$ cat src/rtl/bcd_down_cnt.sv
// bcd_down_cnt -- two-digit BCD down counter with load, enable and borrow.
//
// Ports
//   CK     in   1  clock, all state on rising edge
//   Clear  in   1  synchronous active-high reset (Q=00, Bo=0)
//   Load   in   1  load D (per-digit saturated to 9) on next edge
//   D      in   8  load value, [7:4] tens, [3:0] units
//   En     in   1  decrement by one per edge
//   Q      out  8  registered count, always valid BCD
//   Zero   out  1  combinational, high when Q == 00
//   Bo     out  1  registered borrow, one cycle after a decrement from 00
//
// Parameter WRAP: 1 = 00 wraps to 99 on decrement, 0 = hold at 00.
// Edge priority: Clear > Load > En > hold.

// Per-digit next-state cell. Combinational only; the top owns the flops.
// A digit decrements when a borrow arrives from below; it passes the
// borrow on when it is itself at zero.
module bcd_digit (
  input  logic       load,
  input  logic [3:0] ld_val,
  input  logic       dec,
  input  logic [3:0] cur,
  output logic [3:0] nxt,
  output logic       bout
);
  always_comb begin
    bout = dec && (cur == 4'd0);
    nxt  = cur;
    if (load)
      nxt = (ld_val > 4'd9) ? 4'd9 : ld_val;
    else if (dec)
      nxt = (cur == 4'd0) ? 4'd9 : cur - 4'd1;
  end
endmodule

module bcd_down_cnt #(
  parameter bit WRAP = 1'b1
) (
  input  logic       CK,
  input  logic       Clear,
  input  logic       Load,
  input  logic [7:0] D,
  input  logic       En,
  output logic [7:0] Q,
  output logic       Zero,
  output logic       Bo
);
  localparam int NUM_DIGITS = 2;

  logic [NUM_DIGITS-1:0][3:0] q_q, q_d, dig_nxt, ld_dig;
  logic [NUM_DIGITS:0]        brw;
  logic                       bo_q, bo_d;

  assign ld_dig = D;
  // Load masks the decrement so the chain never sees a borrow on load.
  assign brw[0] = En & ~Load;

  for (genvar g = 0; g < NUM_DIGITS; g++) begin : g_dig
    bcd_digit u_dig (
      .load  (Load),
      .ld_val(ld_dig[g]),
      .dec   (brw[g]),
      .cur   (q_q[g]),
      .nxt   (dig_nxt[g]),
      .bout  (brw[g+1])
    );
  end

  // A borrow out of the top digit means En was applied at 00. The digit
  // chain naturally produces 99; without WRAP the count is held instead.
  always_comb begin
    q_d  = dig_nxt;
    bo_d = brw[NUM_DIGITS];
    if (brw[NUM_DIGITS] && !WRAP)
      q_d = q_q;
  end

  always_ff @(posedge CK) begin
    if (Clear) begin
      q_q  <= '0;
      bo_q <= 1'b0;
    end else begin
      q_q  <= q_d;
      bo_q <= bo_d;
    end
  end

  assign Q    = q_q;
  assign Zero = (q_q == '0);
  assign Bo   = bo_q;
endmodule

$ cat config.mk
export PLATFORM = sky130hd
export DESIGN_NAME = bcd_down_cnt
export DESIGN_NICKNAME = d
export VERILOG_FILES = /design/src/rtl/bcd_down_cnt.sv
export SDC_FILE = /design/constraint.sdc
export NUM_CORES = 1
export LEC_CHECK = 0
export CELL_PAD_IN_SITES_DETAIL_PLACEMENT = 1
export CELL_PAD_IN_SITES_GLOBAL_PLACEMENT = 1
export CORE_UTILIZATION = 29
export DETAILED_ROUTE_END_ITERATION = 12
export GPL_TIMING_DRIVEN = 0
export PLACE_DENSITY_LB_ADDON = 0.1
export REMOVE_ABC_BUFFERS = 1
export SLEW_MARGIN = 20
export SYNTH_ARGS = -nofsm -noshare
export SYNTH_HDL_FRONTEND = slang
export SYNTH_SLANG_ARGS = --single-unit
$ cat constraint.sdc
create_clock -name CK -period 2 [get_ports CK]
set_input_delay 0.4 -clock CK [delete_from_list [all_inputs] [get_ports CK]]
set_output_delay 0.4 -clock CK [all_outputs]
set_load 0.02 [all_outputs]
# After elaboration in Yosys (flattened, before gate mapping)
# Index checks and enable logic that the tools add are counted.
# W data, S select, Z words.
[totals]
ff_bits = 9
input_bits = 12
output_inout_bits = 10
wordCells = 24
[op_classes]
n_addsub = 2
n_lt_le_gt_ge = 2
muxes = 8
bitwise_logic = 2
reduce_logical = 7
[op_table]
columns = ["cell", "count"]
rows = [
  ["$mux W4", 8],
  ["$gt A4 B4 Y1 const B", 2],
  ["$logic_not A4 Y1", 2],
  ["$logic_not A8 Y1", 1],
  ["$sub A4 B1 Y4 const B", 2],
  ["$reduce_bool A2 Y1", 2],
  ["$logic_and A1 B1 Y1", 2],
  ["$and A1 B1 Y1", 1],
  ["$not A1 Y1", 1],
]

# Logic depth before layout (Yosys ltp)
[logic_depth]
depth_word = 5
ltp_mapped = 5
depth_no_buf = 4

# Modules after synthesis
# From an unflattened synthesis, not the netlist that was laid out.
[hier_totals]
hier_cells = 62
hier_area_um2 = 556.8
[by_module_without_submodules]
columns = ["module", "n_inst", "cells_per_inst", "area_per_inst_um2"]
rows = [
  ["bcd_digit", 2, 20, 147.6],
  ["bcd_down_cnt", 1, 22, 261.5],
]

# Least setup slack after synthesis
# OpenSTA, ideal clock, no wires.
[synth_timing]
path_type = "register to output"
startpoint = "reg q_q (netlist bit Q[1])"
endpoint = "out Zero"
arrival_time_ns = 1.522
t_required_ns = 1.600
slack_ns = 0.078
path_stages_with_launch = 4
path_buffers = 0
cell_sequence = "dfxtp_1 -> or3_4 -> or3_4 -> nor2_1"
[synth_between]
elab_chain_cells = 1
[synth_lines]
columns = ["element", "line_no", "source"]
rows = [
  ["from (decl)", "51", "logic [NUM_DIGITS-1:0][3:0] q_q, q_d, dig_nxt, ld_dig;"],
  ["from (signal assigned)", "84", "q_q <= q_d;"],
  ["$logic_not A8 Y1", "90", "assign Zero = (q_q == '0);"],
  ["to (decl)", "46", "output logic Zero,"],
]
# No other way between the ends.

# Worst setup path in the final report
[layout_timing]
startpoint = "reg q_q (netlist bit Q[4])"
endpoint = "out Zero"
# Same word-level chain as after synthesis.

==> impl_metrics.csv <==
group,metric,value,unit
worst_setup_path,reg2reg_to,"Bo",
synth,asyncSetResetFlopFracSynth,0,%
routing,routed_wl,1430,um
synth,yosys.area.top_type,"dfxtp_1",
pwr,peakVddDrop,0.361,mV
synth,yosysSeqAreaShare,34.0,%
min_path,whs_path_depth,2,
clock_network,tritoncts,"done",
routing,routed-via-count,536,
worst_setup_path,cp_num_cells,4,
global_route,grt_pass1_wl,2480,um
routing,route.detailed.drc,0,
synth,ys_ff_latch,9,
timing,drv_slew,0,
global_route,gr-total-overflow,0,
clock_network,htreeDepth,1,
min_path,hp-class,"flop to flop",
global_route,antenna_found_initial,0,
pwr,finalPower,556,uW
floorplan,die_area,2000,um2
routing,drtPass1Iterations,4,
clock_network,clk_pin_slew,0.07,ns
worst_setup_path,cp_num_buf_inv,1,
worst_setup_path,cp_slowest_cell,"or3_4",
worst_setup_path,worstSetupStartpoint,"Q[4]",
timing,min_period_over_period,99.2,%
timing,period_minus_slack,1.98,ns
routing,drtIter0Drc,3,
worst_setup_path,required,1.60,ns
routing,ant_nets,0,
finish,nets,96,
global_route,use_met1,23.6,%
status,outcome,"finished, final reports clean",
global_route,gr-usage-met2,26.2,%
global_route,grt_pass1_vias,530,
timing,setup_viol,0,
place,port_buffers,21,
finish,final_common_cell,"clkdlybuf4s50_1",
synth,yosys_warnings,0,
synth,synthTopCellsByArea,"dfxtp_1 (34%), xnor2_1 (5.0%), nor2_1 (4.3%)",
finish,final_util,48.5,%
synth,ys_types,31,
worst_setup_path,r2r_cells,4,
floorplan,initial_core_util,30.7,%
finish,drive_gt1_share,26.5,%
timing,skew,0.00431,ns
timing,tightest_slew,0.500,ns
worst_setup_path,critical_path.top_delay_family,"simple AND/OR/NAND/NOR gates",
finish,final_cell_mix,"clkdlybuf4s50_1 (19), dfxtp_1 (6), nor2_1 (5)",
finish,diodes,0,
floorplan,ioPinCount,22,
place,gp_congestion,0.757,
worst_setup_path,path_common_cell,"or3_4",
synth,mappedNetlistArea,529,um2
synth,synthFlopType,"dfxtp_1",
worst_setup_path,slowest_delay,0.40,ns
worst_setup_path,worst-path-max-fanout,4,
clock_network,cts_buffer_depth,2,
job,drv_cap,0,
synth,synth_top_area_share,34.0,%
floorplan,die_height,44.7,um
clock_network,cts_sinks,9,
pwr,powerDensity,665,nW/um2
routing,via_per_inst,4.96,
clock_network,cts_buffers,3,
synth,synth_edf_count,0,
worst_setup_path,reg2reg_from,"Q[4]",
global_route,grt_max_degree,12,
worst_setup_path,worstSetupPathType,"flop to primary output",
worst_setup_path,cp-end-kind,"primary output",
timing,rsz0062_at_grt,"true",
floorplan,coreArea,1730,um2
pwr,leakage,0.000291,uW
finish,nFillCells,223,
clock_network,root_buffer,"clkbuf_4",
timing,hold_viol_final,0,
min_path,holdPathEnd,"Q[1]",
synth,netlist_instances,57,
global_route,grt_usage,17.7,%
timing,fmax,504,MHz
worst_setup_path,critPathLaunchType,"flop",
global_route,grtUsageMet3,3.60,%
worst_setup_path,r2r_slack,0.45,ns
worst_setup_path,critPathArrivalTime,1.58,ns
place,dpl.hpwl,1030,um
routing,wl_per_cell,13.2,um
global_route,grt_busiest_layer,"met2",
floorplan,die_x,44.7,um
finish,syn_to_final_growth,58.2,%
min_path,worstHoldStart,"Q[1]",
timing,slew-limit-headroom,66.6,%
clock_network,worstSkewPairLatency,0.26,ns
floorplan,rows,15,
worst_setup_path,cp_cell_sequence,"or3_4, or3_4, nor2_4, buf_6",
synth,synth.avg_cell_area,9.29,um2
-- timing repair --
item / CTS / global route
gates resized for setup: 12 / 3
endpoints found under the setup margin: 1 / 2
pin swaps: 1 / 0
hold buffers: 0 / 0
setup buffers: 1 / 2
-- where the power goes --
part	switching, uW	internal, uW
logic	89.6	110
clock network	66.9	77.0
registers	18.9	194
total	175	381
-- Yosys cell counts (all sizes together) (2+ instances only) --
master / count
nor2b: 2
dfxtp: 9
xnor2: 3
buf: 2
a2bb2oi: 2
nor2: 7
a221oi: 2
nand2: 3
o211ai: 2
a21oi: 2
or3: 3
nor3: 4
o21ai: 3
-- tightest hold or removal path, delay by kind of cell (launching register included) --
kind               cells  cell delay, ns
AOI/OAI and AO/OA      1            0.06
DFF                    1            0.35
and+or+nand+nor        1            0.08
-- metrics by stage --
| step | hold WS, ns | setup WS (ns) | cell area [um2] | setup TNS (ns) | cells |
|---|---|---|---|---|---|
| after floorplan | 0.466 | 0.0784 | 520 | 0 | 55 |
| after global placement | 0.543 | -0.264 | 762 | -0.580 | 101 |
| after CTS | 0.542 | 0.00537 | 813 | 0 | 106 |
| final | 0.541 | 0.0151 | 837 | 0 | 108 |
| after detailed placement | 0.538 | -0.270 | 762 | -0.655 | 101 |
| after global routing | 0.563 | -0.0406 | 837 | -0.0406 | 108 |
-- cell families (layout without fill, tap and decap cells) --
logic type	count (synthesis)	in the layout	synth area share [%]
simple gates	22	22	27.2
xor+xnor	3	3	4.97
flops	9	9	34.0
compound gates	19	19	30.7
buf+inv	4	30	3.07
-- sequential cells by signal (all words and copies together), names as in the netlist --
register  cells
Bo            1
Q             8
-- layout make-up --
| type | count | area [um2] | share of cell area [%] |
|---|---|---|---|
| clock buffers | 4 | 26.3 | 3.14 |
| well taps | 25 | 31.3 | 3.74 |
| flip-flops and latches | 9 | 186 | 22.3 |
| multi-input cells | 44 | 345 | 41.3 |
| repair buffers | 24 | 236 | 28.3 |
| inverters | 2 | 11.3 | 1.35 |
-- routing by layer --
layer | wire [um] | vias to the layer above
met5 | 0 | -
met4 | 12 | 0
met3 | 44 | 2
met2 | 674 | 10
met1 | 695 | 256
li1 | - | 268
-- worst max-delay path by stage --
stage | end | slack [ns]
2_1_floorplan | Zero | 0.08
3_3_place_gp | Zero | -0.26
3_5_place_dp | Zero | -0.27
4_1_cts | Zero | 0.005
5_1_grt | Zero | -0.04
6_report | Zero | 0.02
Note: power is estimated with default switching activity, not from simulation.
